File: config.mk
export PLATFORM = sky130hd
export DESIGN_NAME = roc_encoder_core
export DESIGN_NICKNAME = d
export VERILOG_FILES = /design/src/rtl/roc_encoder_core.sv
export SDC_FILE = /design/constraint.sdc
export NUM_CORES = 1
export LEC_CHECK = 0
export BUFFER_PORTS_ARGS = -buffer_cell sky130_fd_sc_hd__buf_2
export CAP_MARGIN = 5
export CORE_UTILIZATION = 52
export CTS_CLUSTER_DIAMETER = 30
export DETAILED_ROUTE_END_ITERATION = 7
export GPL_TIMING_DRIVEN = 0
export PLACE_DENSITY = 0.83
export SLEW_MARGIN = 0
export SYNTH_ARGS = -nofsm -noshare
export SYNTH_HDL_FRONTEND = slang
export SYNTH_SLANG_ARGS = --single-unit
File: constraint.sdc
create_clock -name CLK -period 6.55 [get_ports CLK]
set_clock_uncertainty 0.15 [all_clocks]
set_input_delay 0.3275 -clock CLK [delete_from_list [all_inputs] [get_ports CLK]]
set_output_delay 0.3275 -clock CLK [all_outputs]
set_load 0.05 [all_outputs]
File: src/rtl/roc_encoder_core.sv
// Rank-order encoder: emits pixel indices highest value first (ties: lowest index first).
// Optional feature macro ROC_SKIP_ZERO_EN: zero-valued pixels are never emitted.
module roc_encoder_core #(
    parameter int IMAGE_SIZE      = 7,
    parameter int IMAGE_SIZE_BITS = $clog2(IMAGE_SIZE),
    parameter int PIXEL_MAX_VALUE = 255,
    parameter int PIXEL_BITS      = $clog2(PIXEL_MAX_VALUE)
) (
    input  logic                  CLK,
    input  logic                  RST,
    input  logic [PIXEL_BITS-1:0] IMAGE [0:IMAGE_SIZE-1],
    input  logic                  NEW_IMAGE,
    input  logic                  AERIN_CTRL_BUSY,
    input  logic                  FIRST_INFERENCE_DONE,
    output logic [9:0]            NEXT_INDEX,
    output logic                  FOUND_NEXT_INDEX,
    output logic                  ENCODER_RDY
);

    typedef enum logic [2:0] {
        IDLE    = 3'd0,
        SCAN    = 3'd1,
        EMIT    = 3'd2,
        WAIT_HI = 3'd3,
        WAIT_LO = 3'd4
    } state_t;

    localparam logic [IMAGE_SIZE_BITS-1:0] LAST_IDX = IMAGE_SIZE_BITS'(IMAGE_SIZE - 1);
    localparam logic [PIXEL_BITS-1:0]      PIX_MAX  = PIXEL_BITS'(PIXEL_MAX_VALUE);

    // Clamp a sampled pixel to the declared value range.
    function automatic logic [PIXEL_BITS-1:0] sat_pix(input logic [PIXEL_BITS-1:0] p);
        return (p > PIX_MAX) ? PIX_MAX : p;
    endfunction

    state_t                     state, state_n;
    logic [PIXEL_BITS-1:0]      image_q [0:IMAGE_SIZE-1];
    logic [PIXEL_BITS-1:0]      image_n [0:IMAGE_SIZE-1];
    logic [IMAGE_SIZE-1:0]      used, used_n;
    logic [IMAGE_SIZE_BITS-1:0] scan_idx, scan_idx_n;
    logic                       best_valid, best_valid_n;
    logic [PIXEL_BITS-1:0]      best_val, best_val_n;
    logic [IMAGE_SIZE_BITS-1:0] best_idx, best_idx_n;
    logic [9:0]                 next_index_n;
    logic                       found_n;
    logic                       rdy_n;
    logic [PIXEL_BITS-1:0]      pix;
    logic                       pix_ok;
    logic                       take;

    assign pix = image_q[scan_idx];
`ifdef ROC_SKIP_ZERO_EN
    assign pix_ok = (pix != '0);
`else
    assign pix_ok = 1'b1;
`endif
    // Strict greater-than keeps the lowest index among equal values.
    assign take = !used[scan_idx] && pix_ok && (!best_valid || (pix > best_val));

    always_ff @(posedge CLK or posedge RST) begin
        if (RST) begin
            state <= IDLE;
        end else begin
            state <= state_n;
        end
    end

    always_comb begin
        state_n      = state;
        image_n      = image_q;
        used_n       = used;
        scan_idx_n   = scan_idx;
        best_valid_n = best_valid;
        best_val_n   = best_val;
        best_idx_n   = best_idx;
        next_index_n = NEXT_INDEX;
        found_n      = 1'b0;
        rdy_n        = ENCODER_RDY;

        case (state)
            IDLE: begin
                rdy_n = 1'b1;
                if (NEW_IMAGE && !FIRST_INFERENCE_DONE) begin
                    for (int i = 0; i < IMAGE_SIZE; i++) begin
                        image_n[i] = sat_pix(IMAGE[i]);
                    end
                    used_n       = '0;
                    scan_idx_n   = '0;
                    best_valid_n = 1'b0;
                    rdy_n        = 1'b0;
                    state_n      = SCAN;
                end
            end
            SCAN: begin
                if (take) begin
                    best_valid_n = 1'b1;
                    best_val_n   = pix;
                    best_idx_n   = scan_idx;
                end
                if (scan_idx == LAST_IDX) begin
                    if (best_valid_n) begin
                        state_n              = EMIT;
                        found_n              = 1'b1;
                        next_index_n         = 10'(best_idx_n);
                        used_n[best_idx_n]   = 1'b1;
                    end else begin
                        state_n = IDLE;
                        rdy_n   = 1'b1;
                    end
                end else begin
                    scan_idx_n = scan_idx + 1'b1;
                end
            end
            EMIT: begin
                state_n = WAIT_HI;
            end
            WAIT_HI: begin
                if (AERIN_CTRL_BUSY) begin
                    state_n = WAIT_LO;
                end
            end
            WAIT_LO: begin
                if (!AERIN_CTRL_BUSY) begin
                    state_n      = SCAN;
                    scan_idx_n   = '0;
                    best_valid_n = 1'b0;
                end
            end
            default: begin
                state_n = IDLE;
                rdy_n   = 1'b1;
            end
        endcase

        // Abort wins over everything once an encoding is in flight.
        if ((state != IDLE) && FIRST_INFERENCE_DONE) begin
            state_n = IDLE;
            found_n = 1'b0;
            rdy_n   = 1'b1;
        end
    end

    always_ff @(posedge CLK or posedge RST) begin
        if (RST) begin
            for (int i = 0; i < IMAGE_SIZE; i++) begin
                image_q[i] <= '0;
            end
            used             <= '0;
            scan_idx         <= '0;
            best_valid       <= 1'b0;
            best_val         <= '0;
            best_idx         <= '0;
            NEXT_INDEX       <= '0;
            FOUND_NEXT_INDEX <= 1'b0;
            ENCODER_RDY      <= 1'b1;
        end else begin
            image_q          <= image_n;
            used             <= used_n;
            scan_idx         <= scan_idx_n;
            best_valid       <= best_valid_n;
            best_val         <= best_val_n;
            best_idx         <= best_idx_n;
            NEXT_INDEX       <= next_index_n;
            FOUND_NEXT_INDEX <= found_n;
            ENCODER_RDY      <= rdy_n;
        end
    end

endmodule

==> results.txt, run 1 <==
----------------------------------------------------
[Status]
  Outcome ... completed

[Die]
  Height of the die ... between 90 and 100 um
  Placeable core area ... 8175 um2
  Top-level port count ... 73
  Die Span X ... around 94 um
  Initial core utilization ... 0.5366
  Std cell rows ... 33
  Die outline area ... 8807 um2

[Layout]
  Layout area overhead ... 16.54%
  # diodes ... 0
  Register cell area after layout ... about 2200 um2
  Multi-input combinational cell area ... 2013 um2
  Share of layout cells above drive strength 1 ... 0.2076
  Count of filler cells inserted in the layout ... 699
  Final net count ... between 600 and 700

[Logic synthesis]
  Synth Area in Adders ... 0.02852
  Main area contributors after synthesis ... sky130_fd_sc_hd__dfrtp_1 48%, sky130_fd_sc_hd__nand2_1 16%, sky130_fd_sc_hd__mux4_2 4.1%
  Number of standard cells after synthesis ... between 400 and 500
  Simple logic cell fraction of the synthesized area ... 0.2270
  Avg Inst Size Synth ... ~9 um2
  Sequential area share after synthesis ... 0.4909
  Cell area after technology mapping ... about 4400 um2
  Share of synthesized registers carrying an async set or reset ... 1.000
  Commonest register cell after synthesis ... sky130_fd_sc_hd__dfrtp_1
  Flip-flop and latch count after synthesis ... 86
  Xor-xnor portion of the synthesized cell area ... 0
  Number of synthesis warnings ... 0
  Proportion of netlist area held by the largest area contributor ... 0.4849
  Largest area contributor in the netlist ... sky130_fd_sc_hd__dfrtp_1
  EDFF count, synth ... 0
  Fraction of the mapped netlist area in compound gates ... 0.1178
  Multiplexer fraction of the synthesized cell area ... 0.07958
  Combinational family with the most area after synthesis ... simple AND/OR/NAND/NOR gates
  Unique cell type count in the Yosys netlist ... 53

[Clocking]
  Depth of the CTS H-tree ... 3
  Sink count of the clock tree ... 86
  Number of buffers between clock root and the deepest sink ... 2
  Post-cts hold buffer count ... 1
  Latest clock arrival within the worst-skew pair ... roughly 0.36 ns
  Clock tree from TritonCTS ... yes
  Total of cells resized after clock tree synthesis ... 0
  Number of buffers added by the clock tree synthesis step ... 9
  Clk root buf ... sky130_fd_sc_hd__clkbuf_8
  Setup bufs post-CTS ... 0
  Register clock-pin slew on the reported worst setup and hold paths ... around 0.09 ns

[Global route]
  Global route total overflow ... 0
  Global-route wire length before repair ... between 15000 and 20000 um
  Number of global-route vias before repair ... around 3700
  Grt peak-use layer ... met2
  Initial antenna violation count ... 0
  Maximum number of pins on one net before global-route repair ... 63
  Overall track demand over capacity in global routing ... 0.2583
  Met3 capacity usage during global routing ... 0.04935
  Met2 Usage GRT ... 0.4282
  Global-route track usage on met1 ... 0.3401

[Hold path]
  Hold/Removal Path Class ... input port to register

[STA]
  Worst max-slew margin expressed relative to the limit ... 0.4671
  Slew at the pin with the worst max-slew slack ... 0.7993 ns
  Final critical delay including setup and external delays ... ~4.0 ns
  Final Hold Fails ... 0
  Final period utilization ... 0.6071
  Setup repair after global routing missed its margin ... false
  Number of max-slew violations in the final report ... 0
  Highest clock rate ... about 0.25 GHz
  Worst path setup slack after routing ... between 2 and 3 ns
  Final setup violation count ... 0
  Sum of negative setup slack ... 0 ns

[Routing]
  Initial DRT Pass Iterations ... 5
  Total via count after detailed routing ... 3715
  Via-per-instance ratio ... 5.439
  Final WL ... between 10000 and 15000 um
  Iteration-0 DRC Markers ... approximately 300
  Routed length per instance ... 15.27 um
  Residual antenna-violating net count after detailed routing ... 0
  Remaining DRCs ... 0

[Worst setup path]
  Cell with the largest stage delay on the worst path ... sky130_fd_sc_hd__clkbuf_1
  Startpoint Class ... register
  Class of the most critical setup path ... register to register
  Kind of capture point of the worst setup path ... register
  Most prevalent standard cell on the critical path ... sky130_fd_sc_hd__a211oi_1
  Arrival time of the worst setup path ... ~4.1 ns
  Data required time at the worst endpoint ... between 6 and 7 ns
  Crit-path max FO ... 10
  Critical path's largest stage delay ... just over 0.6 ns
  Worst-path cell chain ... buf_6 > clkbuf_1 > mux2i_1 > nor2_1 > a21oi_1 > o21ai_0 > ha_1 > a211oi_1 > nand4_1 > and3_1 > buf_4 > o221a_2 > a211oi_1
  R2R setup slack ... roughly 2.6 ns

[Pwr]
  Pwr Density ... just under 400 nW/um2
  Share of power burned in the clock network ... 0.187
  Combinational group share of total power ... 0.447
  Largest voltage drop on the vdd net ... approximately 220 uV
  Switching share of power ... 0.4077
  P_sw ... roughly 0.00082 W
  Pleak ... about 2.6 nW
  Cell Int Power ... 0.001185 W
  Sequential Power Share ... 0.367

[Flow run]
  # Max-Cap Violations ... 0

[Place]
  Total of buffers placed on input and output ports ... 65
  Detailed-placement wirelength estimate ... ~7600 um
  Routability-driven placement congestion ratio ... roughly 0.90
  Pre-CTS WS ... about 2.6 ns

----------------------------------------------------
Yosys cell counts (all sizes together), types with 2 or more instances:
cell / instances
a211oi: 7
nand4: 2
or3: 2
clkbuf: 13
nand3: 8
o21bai: 2
o21a: 2
nor3: 10
a31oi: 5
o21ai: 15
a21o: 2
nor2: 15
nand2b: 2
a221oi: 2
buf: 19
a221o: 2
mux4: 8
a21oi: 23
nand2: 191
inv: 19
ha: 10
a311oi: 4
nand3b: 3
nor2b: 5
mux2: 4
dfrtp: 85
and2: 2
mux2i: 12
registers in the layout (all words and copies together) (netlist names):
register and cells:
scan_idx 3, FOUND_NEXT_INDEX 1, best_val 8, image_q 56
NEXT_INDEX 3, ENCODER_RDY 1, used 7, best_idx 3
best_valid 1, state 3
cell families (layout without fill, tap and decap cells):
kind of cell    after synthesis  count (layout)
simple gates                243             243
mux                          24              24
buf+inv                      51             135
fa+ha+maj                    10              10
other cells                   1               7
compound gates               73              73
flops                        86              86
cells in the final DEF (no fill, tap or decap), drive strengths merged, types with 3 or more instances in the layout:
master,n
nand2,191
dfrtp,85
buf,85
a21oi,23
clkbuf,22
inv,20
nor2,15
o21ai,15
mux2i,12
nor3,10
ha,10
mux4,8
nand3,8
a211oi,7
conb,7
nor2b,5
a31oi,5
a311oi,4
mux2,4
nand3b,3
clkinv,3
final timing paths:
check | start | to | cells after the start
min in group asynchronous | RST | image_q[3] | 3
min | IMAGE[3] | image_q[3] | 3
max reg2reg | scan_idx[1] | used[6] | 13
min reg2reg | image_q[8] | image_q[8] | 2
max in group asynchronous | RST | image_q[36] | 4
max | scan_idx[1] | used[6] | 13
metal layers:
metal	vias to the layer above	routed length (um)
met1	1764	4537
met4	0	195
li1	1785	-
met5	-	0
met3	22	615
met2	144	5078
stage by stage:
stage | std cells | power [W] | util | cell area (um2) | hold slack (ns)
after floorplan | 494 | 0.001391 | - | 4409 | 0.2439
after global placement | 664 | 0.001572 | 0.5952 | 4866 | 0.3027
after detailed placement | 665 | 0.001615 | 0.5989 | 4896 | 0.1847
after CTS | 682 | 0.001994 | 0.6241 | 5102 | 0.002378
after global routing | 683 | 0.002133 | 0.6253 | 5112 | 0.001534
final | 683 | 0.002000 | 0.6253 | 5112 | 0.0008367
power groups by stage:
stage,Clock [W],Sequential [W],Combinational (W)
2_1_floorplan,0,0.000734,0.000658
3_3_place_gp,0,0.000734,0.000838
3_5_place_dp,0,0.000741,0.000874
4_1_cts,0.000378,0.000731,0.000886
5_1_grt,0.000404,0.000744,0.000985
6_report,0.000373,0.000733,0.000894
worst max-delay path: cells and delay by family (launching register included):
family	cells	cell delay, ns
buffers and inverters	3	0.92
AO/OA/AOI/OAI	5	1.17
adder cells (fa/ha/maj)	1	0.35
AND/OR/NAND/NOR	3	0.61
flip-flops	1	0.41
multiplexers	1	0.27
final cells by class:
| class | count | share of cell area |
|---|---|---|
| inverters | 19 | 0.01444 |
| clock inverters | 7 | 0.01419 |
| well taps | 105 | 0.02570 |
| multi-input cells | 357 | 0.3938 |
| flip-flops and latches | 86 | 0.4212 |
| plain buffers | 32 | 0.03353 |
| clock buffers | 9 | 0.02423 |
| repair buffers | 68 | 0.07293 |
Note: power is estimated with default switching activity, not from simulation.
==> run 2, diff against run 1 <==
--- a/config.mk
+++ b/config.mk
@@ -7,11 +7,11 @@
 export LEC_CHECK = 0
 export BUFFER_PORTS_ARGS = -buffer_cell sky130_fd_sc_hd__buf_2
 export CAP_MARGIN = 5
-export CORE_UTILIZATION = 52
+export CORE_UTILIZATION = 51
 export CTS_CLUSTER_DIAMETER = 30
 export DETAILED_ROUTE_END_ITERATION = 7
 export GPL_TIMING_DRIVEN = 0
-export PLACE_DENSITY = 0.83
+export PLACE_DENSITY = 0.84
 export SLEW_MARGIN = 0
 export SYNTH_ARGS = -nofsm -noshare
 export SYNTH_HDL_FRONTEND = slang
==> constraint.sdc (replaced) <==
create_clock -name CLK -period 3.45 [get_ports CLK]
set_clock_uncertainty 0.15 [all_clocks]
set_input_delay 0.1725 -clock CLK [delete_from_list [all_inputs] [get_ports CLK]]
set_output_delay 0.1725 -clock CLK [all_outputs]
set_load 0.05 [all_outputs]
==> run 2 against run 1 <==
The flow now finishes with violations (negative setup slack). Cell area increased by 18%. Critical endpoint is now used[1]. Sequential cell count unchanged. Clock-buffer cell count grew 1. Largest power group unchanged.
==> results.txt, run 2 (synthesis results as in run 1) <==
----------------------------------------------------
[Status]
  Violated checks ... negative setup slack
  Outcome ... finished with violations

[Layout]
  Top library cells by usage in the layout, fill and taps aside ... 187 x sky130_fd_sc_hd__nand2_1, 85 x sky130_fd_sc_hd__dfrtp_1, 66 x sky130_fd_sc_hd__buf_2, 59 x sky130_fd_sc_hd__dlygate4sd3_1, 22 x sky130_fd_sc_hd__buf_4
  # diodes ... 0 (unchanged)
  Most common library cell in the layout ignoring fill and taps ... sky130_fd_sc_hd__nand2_1
  Regs by FF count ... image_q x56, best_val x8, used x7
  Largest register by flop count ... image_q
  Multi-input combinational cell area ... 2213 um2 (+9.9%)
  Share of the core filled with cells ... 0.7297 (+0.1044)
  Number of flip-flops under the largest register name ... 56 (unchanged)
  Count of filler cells inserted in the layout ... 533 (-24%)
  Final net count ... 718 (+11%)
  Register cell area after layout ... 2153 um2 (unchanged)
  Layout area overhead ... 37.36%
  Share of layout cells above drive strength 1 ... 0.2458 (+0.03816)

[Worst setup path]
  Kind of capture point of the worst setup path ... register
  Crit-path max FO ... 6 (-4)
  Data required time at the worst endpoint ... 3.57 ns (-3.09 ns)
  R2R setup slack ... -0.07 ns (-2.64 ns)
  Arrival time of the worst setup path ... 3.63 ns (-0.45 ns)
  Class of the most critical setup path ... register to register
  Startpoint Class ... register

[Die]
  Height of the die ... 94.75 um (+0.96%)
  Std cell rows ... 33 (unchanged)
  Die Span X ... 94.75 um (+0.96%)
  Die outline area ... 8977 um2 (+1.9%)
  Initial core utilization ... 0.5312 (-0.005366)
  Top-level port count ... 73 (unchanged)
  Placeable core area ... 8258 um2 (+1.0%)

[Clocking]
  Number of buffers added by the clock tree synthesis step ... 9 (unchanged)
  Sink count of the clock tree ... 86 (unchanged)
  Depth of the CTS H-tree ... 3 (unchanged)
  Latest clock arrival within the worst-skew pair ... 0.36 ns (about the same)
  Register clock-pin slew on the reported worst setup and hold paths ... 0.09 ns (about the same)
  Number of buffers between clock root and the deepest sink ... 2 (unchanged)
  Clk root buf ... sky130_fd_sc_hd__clkbuf_8
  Clock tree from TritonCTS ... yes

[Place]
  Routability-driven placement congestion ratio ... 0.8941 (-0.69%)
  Detailed-placement wirelength estimate ... 7559 um (-0.17%)
  Total of buffers placed on input and output ports ... 65 (unchanged)

[Global route]
  Initial antenna violation count ... 0 (unchanged)
  Global route total overflow ... 0 (unchanged)
  Number of global-route vias before repair ... 4396 (+20%)
  Maximum number of pins on one net before global-route repair ... 57 (-9.5%)
  Global-route wire length before repair ... 21260 um (+22%)
  Overall track demand over capacity in global routing ... 0.3150 (+0.05676)

[Routing]
  Initial DRT Pass Iterations ... 5 (unchanged)
  Residual antenna-violating net count after detailed routing ... 0 (unchanged)
  Total via count after detailed routing ... 4457 (+20%)
  Iteration-0 DRC Markers ... 511 (+69%)
  Routed length per instance ... 18.49 um (+21%)
  Final WL ... 13980 um (+34%)
  Remaining DRCs ... 0 (unchanged)
  Via-per-instance ratio ... 5.896 (+8.4%)

[Flow run]
  # Max-Cap Violations ... 0 (unchanged)

[STA]
  Slew at the pin with the worst max-slew slack ... 0.6983 ns (-0.1010 ns)
  Final critical delay including setup and external delays ... 3.517 ns (-0.4593 ns)
  Final period utilization ... 1.019 (+0.4124)
  Worst max-slew margin expressed relative to the limit ... 0.5345 (+0.06736)
  Worst path setup slack after routing ... -0.06714 ns (-2.641 ns)
  Sum of negative setup slack ... -0.1957 ns (-0.1957 ns)
  Final Hold Fails ... 0 (unchanged)
  Highest clock rate ... 0.2843 GHz (+13%)
  Number of max-slew violations in the final report ... 0 (unchanged)
  Final setup violation count ... 8 (+8)

[Pwr]
  Largest voltage drop on the vdd net ... 337.9 uV (+57%)
  Pwr Density ... 765.6 nW/um2 (+96%)
  Pleak ... 2.956 nW (+14%)

[Hold path]
  Hold/Removal Path Class ... input port to register

----------------------------------------------------
run 2: final timing paths:
kind	cells after the start	from	end
worst max-delay path	13	scan_idx[0]	used[1]
worst min-delay path	5	NEW_IMAGE	state[0]
worst max register to register	13	scan_idx[0]	used[1]
worst min register to register	2	image_q[32]	image_q[32]
max in group asynchronous	4	RST	image_q[32]
min in group asynchronous	3	RST	image_q[4]
run 2: stage by stage:
| step | total power [W] | setup slack (ns) | cells | area (um2) | hold WS, ns |
|---|---|---|---|---|---|
| final | 0.004613 | -0.06714 | 756 | 6026 | 0.07890 |
| after detailed placement | 0.003074 | -0.5543 | 665 | 4896 | 0.06688 |
| after CTS | 0.003951 | 0.01257 | 745 | 5787 | 0.07872 |
| after global placement | 0.002983 | -0.3734 | 664 | 4866 | 0.2122 |
| after global routing | 0.004821 | -0.1394 | 756 | 6026 | 0.09665 |
| after floorplan | 0.002642 | 0.1313 | 494 | 4409 | 0.08891 |
run 2: layout make-up:
type                       instances  share of cell area
buffer                            32             0.03385
clock buffer                      10             0.02118
clock inverter                     5            0.006022
inverter                          19             0.01225
multi-input combinational        357              0.3673
sequential                        86              0.3574
tap                              105             0.02180
timing repair buffer             142              0.1802
run 2: per-layer routing:
| metal | vias to the layer above | wire [um] | track usage |
|---|---|---|---|
| met1 | 2137 | 5129 | 0.3862 |
| li1 | 1928 | - | - |
| met5 | - | 0 | 0 |
| met4 | 0 | 765 | 0.1465 |
| met3 | 85 | 1131 | 0.05314 |
| met2 | 307 | 6952 | 0.5414 |
run 2: critical path, stage by stage, from the launching register on:
cell	delay [ns]
sky130_fd_sc_hd__dfrtp_1	0.39
sky130_fd_sc_hd__buf_8	0.13
sky130_fd_sc_hd__buf_8	0.13
sky130_fd_sc_hd__mux4_2	0.55
sky130_fd_sc_hd__nor2_4	0.16
sky130_fd_sc_hd__a21oi_2	0.07
sky130_fd_sc_hd__ha_1	0.36
sky130_fd_sc_hd__nor2b_4	0.15
sky130_fd_sc_hd__o21bai_4	0.16
sky130_fd_sc_hd__nand4_1	0.27
sky130_fd_sc_hd__buf_6	0.23
sky130_fd_sc_hd__a311oi_2	0.31
sky130_fd_sc_hd__a211oi_1	0.10
sky130_fd_sc_hd__a211oi_1	0.23
run 2: timing repair:
action                                  CTS  global route
hold endpoints to repair                 89             0
pin swaps                                 5            19
setup buffers                             6            11
hold buffers                             59             0
endpoints found under the setup margin   21            21
gates resized for setup                  19            40
run 2: power by group:
part           total [W]  switching [W]  leakage, nW  internal [W]
clock           0.000642       0.000383       0.0748      0.000259
combinational    0.00256        0.00147         1.80       0.00109
sequential       0.00141       0.000170         1.09       0.00124
total            0.00461        0.00202         2.96       0.00259
